$ cat src/rtl/decode_stage_hazard.sv
// decode_stage_hazard
//   RV32I decode stage sitting between fetch and execute. One instruction per
//   cycle is decoded into register indices, function fields and a
//   sign-extended immediate; operands are read through two combinational
//   register-file ports. A load in execute whose destination matches a used
//   source register causes a bubble (load-use hazard). A valid/ready handshake
//   on both sides holds the output bundle bit-stable under backpressure.
//   stall_count saturates at all-ones and counts hazard bubbles.
//
//   Optional build macro: DECODE_WB_BYPASS_EN
//     Adds wb_we / wb_rd / wb_data so a register being written back this cycle
//     is forwarded into the captured operand instead of the stale rf value.

module decode_stage_hazard #(
   parameter int XLEN        = 32,
   parameter int REG_ADDR_W  = 5,
   parameter int STALL_CNT_W = 16
) (
   input  logic                   clk,
   input  logic                   rst,

   // fetch side
   input  logic                   in_valid,
   output logic                   in_ready,
   input  logic [XLEN-1:0]        in_pc,
   input  logic [31:0]            in_instr,
   input  logic                   flush,

   // register file read ports
   output logic [REG_ADDR_W-1:0]  rf_rs1_addr,
   output logic [REG_ADDR_W-1:0]  rf_rs2_addr,
   input  logic [XLEN-1:0]        rf_rs1_data,
   input  logic [XLEN-1:0]        rf_rs2_data,

   // execute stage status used for load-use detection
   input  logic                   ex_valid,
   input  logic                   ex_is_load,
   input  logic [REG_ADDR_W-1:0]  ex_rd,

`ifdef DECODE_WB_BYPASS_EN
   // write-back forwarding
   input  logic                   wb_we,
   input  logic [REG_ADDR_W-1:0]  wb_rd,
   input  logic [XLEN-1:0]        wb_data,
`endif

   // execute side
   output logic                   out_valid,
   input  logic                   out_ready,
   output logic [XLEN-1:0]        out_pc,
   output logic [6:0]             out_opcode,
   output logic [REG_ADDR_W-1:0]  out_rd,
   output logic [REG_ADDR_W-1:0]  out_rs1,
   output logic [REG_ADDR_W-1:0]  out_rs2,
   output logic [2:0]             out_funct3,
   output logic [6:0]             out_funct7,
   output logic [XLEN-1:0]        out_imm,
   output logic [XLEN-1:0]        out_rs1_value,
   output logic [XLEN-1:0]        out_rs2_value,
   output logic                   out_illegal,

   output logic [STALL_CNT_W-1:0] stall_count
);

   // ------------------------------------------------------------------
   // Opcodes and instruction formats
   // ------------------------------------------------------------------
   localparam logic [6:0] OPC_LUI    = 7'b0110111;
   localparam logic [6:0] OPC_AUIPC  = 7'b0010111;
   localparam logic [6:0] OPC_JAL    = 7'b1101111;
   localparam logic [6:0] OPC_JALR   = 7'b1100111;
   localparam logic [6:0] OPC_LOAD   = 7'b0000011;
   localparam logic [6:0] OPC_OP_IMM = 7'b0010011;
   localparam logic [6:0] OPC_BRANCH = 7'b1100011;
   localparam logic [6:0] OPC_STORE  = 7'b0100011;
   localparam logic [6:0] OPC_OP     = 7'b0110011;

   typedef enum logic [2:0] {
      FMT_R,
      FMT_I,
      FMT_S,
      FMT_B,
      FMT_U,
      FMT_J,
      FMT_NONE
   } fmt_e;

   // ------------------------------------------------------------------
   // Combinational decode of the incoming word
   // ------------------------------------------------------------------
   logic [6:0]            opcode;
   fmt_e                  fmt;
   logic                  use_rs1;
   logic                  use_rs2;
   logic                  use_rd;
   logic                  dec_illegal;
   logic [REG_ADDR_W-1:0] dec_rd;
   logic [REG_ADDR_W-1:0] dec_rs1;
   logic [REG_ADDR_W-1:0] dec_rs2;
   logic [2:0]            dec_funct3;
   logic [6:0]            dec_funct7;
   logic [31:0]           imm32;
   logic [XLEN-1:0]       dec_imm;
   logic [XLEN-1:0]       dec_rs1_value;
   logic [XLEN-1:0]       dec_rs2_value;

   assign opcode = in_instr[6:0];

   // Map opcode to instruction format; anything unrecognised is illegal.
   always_comb begin
      // NOTE: every signal written here gets a default first so no path
      // leaves it unassigned, which would otherwise infer a latch.
      fmt         = FMT_NONE;
      dec_illegal = 1'b0;
      unique case (opcode)
         OPC_LUI, OPC_AUIPC:            fmt = FMT_U;
         OPC_JAL:                       fmt = FMT_J;
         OPC_JALR, OPC_LOAD, OPC_OP_IMM: fmt = FMT_I;
         OPC_BRANCH:                    fmt = FMT_B;
         OPC_STORE:                     fmt = FMT_S;
         OPC_OP:                        fmt = FMT_R;
         default:                       dec_illegal = 1'b1;
      endcase
   end

   // Register usage per format.
   assign use_rs1 = (fmt == FMT_I) || (fmt == FMT_S) || (fmt == FMT_B) || (fmt == FMT_R);
   assign use_rs2 = (fmt == FMT_S) || (fmt == FMT_B) || (fmt == FMT_R);
   assign use_rd  = (fmt == FMT_R) || (fmt == FMT_I) || (fmt == FMT_U) || (fmt == FMT_J);

   // Unused index fields are forced to zero so downstream logic and the
   // register file see x0 for anything the format does not reference.
   assign dec_rd  = use_rd  ? REG_ADDR_W'(in_instr[11:7])  : '0;
   assign dec_rs1 = use_rs1 ? REG_ADDR_W'(in_instr[19:15]) : '0;
   assign dec_rs2 = use_rs2 ? REG_ADDR_W'(in_instr[24:20]) : '0;

   // funct3 only exists in I/S/B/R encodings; funct7 only in R.
   assign dec_funct3 = (use_rs1) ? in_instr[14:12] : 3'b000;
   assign dec_funct7 = (fmt == FMT_R) ? in_instr[31:25] : 7'b0000000;

   // Immediate assembly, 32 bits wide with the sign already in bit 31.
   always_comb begin
      imm32 = 32'h0;
      unique case (fmt)
         FMT_I:   imm32 = {{20{in_instr[31]}}, in_instr[31:20]};
         FMT_S:   imm32 = {{20{in_instr[31]}}, in_instr[31:25], in_instr[11:7]};
         FMT_B:   imm32 = {{19{in_instr[31]}}, in_instr[31], in_instr[7],
                           in_instr[30:25], in_instr[11:8], 1'b0};
         FMT_U:   imm32 = {in_instr[31:12], 12'h000};
         FMT_J:   imm32 = {{11{in_instr[31]}}, in_instr[31], in_instr[19:12],
                           in_instr[20], in_instr[30:21], 1'b0};
         default: imm32 = 32'h0;
      endcase
   end

   // Sign-extend from instr[31] to the datapath width.
   assign dec_imm = XLEN'($signed(imm32));

   // Register file addressing follows the zeroed indices.
   assign rf_rs1_addr = dec_rs1;
   assign rf_rs2_addr = dec_rs2;

   // ------------------------------------------------------------------
   // Operand selection: x0 always reads zero, optionally forward write-back
   // ------------------------------------------------------------------
`ifdef DECODE_WB_BYPASS_EN
   logic byp_rs1;
   logic byp_rs2;

   assign byp_rs1 = wb_we && (wb_rd != '0) && (wb_rd == dec_rs1);
   assign byp_rs2 = wb_we && (wb_rd != '0) && (wb_rd == dec_rs2);

   assign dec_rs1_value = (dec_rs1 == '0) ? '0 : (byp_rs1 ? wb_data : rf_rs1_data);
   assign dec_rs2_value = (dec_rs2 == '0) ? '0 : (byp_rs2 ? wb_data : rf_rs2_data);
`else
   assign dec_rs1_value = (dec_rs1 == '0) ? '0 : rf_rs1_data;
   assign dec_rs2_value = (dec_rs2 == '0) ? '0 : rf_rs2_data;
`endif

   // ------------------------------------------------------------------
   // Handshake and load-use hazard
   // ------------------------------------------------------------------
   logic load;
   logic hazard;

   // The output register may take a new value when it is empty or drained.
   assign load = !out_valid || out_ready;

   assign hazard = in_valid && ex_valid && ex_is_load && (ex_rd != '0) &&
                   ((use_rs1 && (dec_rs1 == ex_rd)) ||
                    (use_rs2 && (dec_rs2 == ex_rd)));

   // A flush drops the incoming word, so it is always "accepted".
   assign in_ready = flush ? 1'b1 : (load && !hazard);

   // ------------------------------------------------------------------
   // Output bundle register with flush / bubble / capture priority
   // ------------------------------------------------------------------
   // Register the decoded bundle; hold everything when execute stalls.
   always_ff @(posedge clk) begin
      // NOTE: sequential state uses non-blocking assignments so every flop
      // samples pre-edge values regardless of statement order.
      if (rst) begin
         // NOTE: the whole bundle is reset, not just out_valid, so a
         // bundle held under backpressure never leaks out after reset.
         out_valid     <= 1'b0;
         out_pc        <= '0;
         out_opcode    <= '0;
         out_rd        <= '0;
         out_rs1       <= '0;
         out_rs2       <= '0;
         out_funct3    <= '0;
         out_funct7    <= '0;
         out_imm       <= '0;
         out_rs1_value <= '0;
         out_rs2_value <= '0;
         out_illegal   <= 1'b0;
      end else if (flush) begin
         out_valid <= 1'b0;
      end else if (load) begin
         if (hazard) begin
            out_valid <= 1'b0;
         end else if (in_valid) begin
            out_valid     <= 1'b1;
            out_pc        <= in_pc;
            out_opcode    <= opcode;
            out_rd        <= dec_rd;
            out_rs1       <= dec_rs1;
            out_rs2       <= dec_rs2;
            out_funct3    <= dec_funct3;
            out_funct7    <= dec_funct7;
            out_imm       <= dec_imm;
            out_rs1_value <= dec_rs1_value;
            out_rs2_value <= dec_rs2_value;
            out_illegal   <= dec_illegal;
         end else begin
            out_valid <= 1'b0;
         end
      end
   end

   // ------------------------------------------------------------------
   // Hazard stall counter
   // ------------------------------------------------------------------
   // Count bubbles actually inserted; saturate rather than wrap. Flush does
   // not clear it.
   always_ff @(posedge clk) begin
      if (rst) begin
         stall_count <= '0;
      end else if (hazard && load && !flush && (stall_count != '1)) begin
         stall_count <= stall_count + 1'b1;
      end
   end

endmodule

$ cat config.mk
export PLATFORM = sky130hd
export DESIGN_NAME = decode_stage_hazard
export DESIGN_NICKNAME = d
export VERILOG_FILES = /design/src/rtl/decode_stage_hazard.sv
export SDC_FILE = /design/constraint.sdc
export NUM_CORES = 1
export LEC_CHECK = 0
export ABC_AREA = 1
export CAP_MARGIN = 0
export CELL_PAD_IN_SITES_DETAIL_PLACEMENT = 1
export CELL_PAD_IN_SITES_GLOBAL_PLACEMENT = 1
export CORE_UTILIZATION = 30
export CTS_CLUSTER_SIZE = 12
export DETAILED_ROUTE_END_ITERATION = 12
export GPL_TIMING_DRIVEN = 0
export PLACE_DENSITY = 0.79
export SYNTH_ARGS = -nofsm -noshare
export SYNTH_HDL_FRONTEND = slang
export SYNTH_SLANG_ARGS = --single-unit
$ cat constraint.sdc
create_clock -name clk -period 2.5 [get_ports clk]
set_clock_uncertainty 0.05 [all_clocks]
set_input_delay 0.25 -clock clk [delete_from_list [all_inputs] [get_ports clk]]
set_output_delay 0.25 -clock clk [all_outputs]
set_load 0.05 [all_outputs]
==> summary.md, run 1 <==
| Metric | Value |
|---|---|
| Run status | `complete, no violations` |
| Worst reg-to-reg setup slack | `0.33 ns` |
| Hold Buf Count CTS | `0` |
| Placeable core region | `28,200 um2` |
| H-tree depth reported by CTS | `4` |
| Post-synthesis cell type count | `31` |
| Setup repair after global routing missed its margin | `no` |
| HP Start | `in_instr[5]` |
| TritonCTS clock tree | `yes` |
| Vias per std cell | `4.48` |
| Pins Over Slew Limit | `0` |
| Number of synthesis warnings | `0` |
| Endpoint of the worst-slack reg-to-reg timing path | `stall_count[8]` |
| Share of synthesized area spent on multiplexers | `0%` |
| Largest voltage drop on the vdd net | `0.000339 V` |
| Register bit total from synthesis | `178` |
| Clock tree root driver cell | `clkbuf_16` |
| Post-synth ARST share | `0%` |
| Xor-xnor portion of the synthesized cell area | `1.81%` |
| Area fraction in compound gates after synthesis | `10.4%` |
| Instance count of the mapped netlist | `1,371` |
| Post-Synth Simple-Gate Area | `30.2%` |
| F_max | `0.420 GHz` |
| Depth of the most critical reg-to-reg path | `11` |
| Maximum Capacitance Violations | `0` |
| Power density over the cells | `584 nW/um2` |
| Total clock buffers created by CTS | `17` |
| Worst Hold Margin | `0.107 ns` |
| CP endpoint | `in_ready` |
| Nets | `1,865` |
| Leftover overflow at the end of global routing | `0` |
| Post-Synth Adder-Cell Area | `0.144%` |
| Clock transition at path regs | `0.07 ns` |
| Pin count of the biggest net entering global routing | `18` |
| Number of antenna-violating nets in the routed design | `0` |
| Mean area per synthesized cell | `6.35 um2` |
| Remaining routing DRC violations | `0` |
| Largest fanout on the critical path | `10` |
| Critical path startpoint category | `input port` |
| Static leakage power | `0.00629 uW` |
| Routed WL per cell | `16.1 um` |
| Maximum root-to-sink buffer count | `2` |
| Cell-by-cell trace of the critical path | `dlygate4sd2_1 > inv_2 > nand2_1 > nor2_4 > inv_1 > nor2_4 > o2111ai_1 > nand2_2 > nand2_4 > inv_2 > buf_6 > o21ai_2 > buf_6` |
| Routability cong. | `0.926` |
| Antenna violations before repair | `3` |
| Overall fraction of global-route tracks in use | `23.2%` |
| Share of the clock period used by the worst path after layout | `95.2%` |
| Critical register-to-register path startpoint | `stall_count[0]` |
| Worst relative slew slack | `49.1%` |
| Worst setup path start | `in_instr[3]` |
| Post-synthesis instance area | `8700 um2` |
| Number of rows created at floorplan | `61` |
| Number of nets produced by synthesis | `1,512` |
| Die height | `172 um` |
| Logic depth of the worst path, buffers included | `13` |
| Final hold violation count | `0` |
| Area grow syn2layout | `50.8%` |
| Final Critical Period | `2.38 ns` |
| Width of the die | `172 um` |
| Data required time at the worst endpoint | `2.20 ns` |
| Largest delay contributor family on the critical path | `buffers and inverters` |
| Wirelength, routed | `34,000 um` |
| Clock latency reported for the late side of the worst-skew pair | `0.43 ns` |
| Sinks on the clock net | `178` |
| EDFF count, synth | `0` |
| Worst path slowest cell | `dlygate4sd2_1` |
| IO buf count | `328` |
| Starting density of the core | `30.9%` |
| Number of global-route vias before repair | `9,838` |
| Critical path buffer and inverter count | `6` |
| Boundary pin count | `329` |
| Final total negative setup slack | `0 ns` |
| Total via count in the routed design | `9,484` |
| First-pass detailed-route iteration total | `5` |
| Least-Margin Pin Slew | `0.763 ns` |
| Overall die area | `29,700 um2` |
| Slowest stage delay, CP | `0.33 ns` |
| Estimated wirelength of the detail-placed design | `26,600 um` |
| Capturing element type of the critical path | `output port` |
| Share of the yosys chip area belonging to registers | `41.0%` |
| Predominant post-synthesis flop cell | `dfxtp_1` |
| Path class of the lowest-slack min-delay path | `input port to register` |
| Fraction of layout instances using a drive strength above 1 | `6.74%` |
| Setup violations, final | `0` |
| Class of the most critical setup path | `input port to output port` |
| Number of DRC markers in iteration 0 | `391` |
| Wire length of the first global-routing pass | `52,100 um` |
| Data arrival, critical path | `2.08 ns` |
| Combinational family with the most area after synthesis | `simple AND/OR/NAND/NOR gates` |
[sequential cells by signal, summed over array words and instances, names as in the netlist]
name,count
stall_count,16
out_rs1_value,32
out_illegal,1
out_valid,1
out_rs2,5
out_rs2_value,32
out_rd,5
out_imm,32
out_rs1,5
out_pc,32
out_funct3,3
out_funct7,7
out_opcode,7
[cells by family after synthesis]
family | count (synthesis)
xor+xnor | 18
flops | 178
fa+ha+maj | 1
compound gates | 149
simple gates | 663
buf+inv | 362
[Yosys cell counts, types with 10 or more instances]
| library cell | n | area [um2] |
|---|---|---|
| nand2_1 | 315 | 1180 |
| nor2_1 | 295 | 1110 |
| inv_1 | 293 | 1100 |
| dfxtp_1 | 178 | 3560 |
| a21oi_1 | 64 | 320 |
| o21bai_1 | 52 | 390 |
| buf_2 | 32 | 160 |
| clkbuf_1 | 28 | 105 |
| o21ai_0 | 20 | 100 |
| nand4_1 | 17 | 106 |
| xor2_1 | 14 | 123 |
| nand3_1 | 13 | 65.1 |
| nor3_1 | 10 | 50.1 |
[repair_timing]
item | in CTS | in global routing
gates resized for setup | 65 | 14
buffers inserted | 5 | 2
gates cloned | 0 | 0
pin swaps | 4 | 3
setup endpoints to repair | 182 | 34
[tightest hold or removal path: cells and delay by family]
family | cells | cell delay, ns
buffers and inverters | 1 | 0.15
and+or+nand+nor | 2 | 0.16
[area by class of cell]
cell class / instances / area, um2
inverters: 296 / 1110
flip-flops and latches: 178 / 3560
multi-input cells: 831 / 3760
diodes: 2 / 5.00
clock inverters: 13 / 121
plain buffers: 65 / 334
fillers: 3616 / 15000
clock buffers: 19 / 443
well taps: 378 / 473
repair buffers: 335 / 3310
[cells in the final DEF (no fill, tap or decap), types with 4 or more instances in the layout]
cell and count:
nor2_2 7, o21ai_0 19, nand2_1 313, dfxtp_1 177
xor2_1 14, clkdlybuf4s15_2 5, xnor2_1 4, clkbuf_16 17
o22ai_1 5, buf_4 11, nor3_1 10, buf_2 32
nor2_4 4, buf_6 6, nand4_1 17, nand2_2 6
inv_1 290, clkdlybuf4s50_1 308, nand3_1 13, a21oi_1 64
nor2_1 286, dlygate4sd2_1 7, inv_2 6, o21bai_1 52
clkbuf_1 27
[worst min path at each step]
stage	end	slack, ns	cells past startpoint
finish	out_opcode[5]	0.11	3
detailed placement	out_imm[14]	0.45	4
floorplan	out_valid	0.28	1
CTS	out_opcode[0]	0.16	3
global route	out_opcode[4]	0.12	3
global placement	out_pc[3]	0.45	4
[routing by layer]
layer	vias up	wire length, um	GRT usage, %
li1	4730	-	-
met1	4428	13800	26.0
met2	282	16700	41.6
met3	42	2690	6.66
met4	2	791	7.85
met5	-	13	0
[report_power, final]
group	switching, uW	leakage, uW	internal, uW	total (uW)
clock	1300	0.000269	1340	2640
sequential	85.9	0.00146	3000	3090
combinational	1230	0.00456	698	1930
total	2620	0.00629	5040	7660
[stage by stage]
stage / util (%) / std cells / cell area (um2) / setup WS [ns] / total power, uW
detailed placement: 44.2 / 2077 / 12500 / -1.23 / 5100
floorplan: - / 1371 / 8700 / 0.0270 / 4290
finish: 46.6 / 2117 / 13100 / 0.119 / 7660
CTS: 46.5 / 2113 / 13100 / 0.0487 / 7760
global placement: 44.2 / 2077 / 12500 / -1.17 / 5050
global route: 46.6 / 2116 / 13100 / 0.0197 / 8020
Power figures use the tool's default switching activity.
==> run 2: changes to the inputs <==
- CAP_MARGIN: 0 -> unset
==> results of run 2 <==
No change in the layout: final DEF, timing and power equal those of run 1.
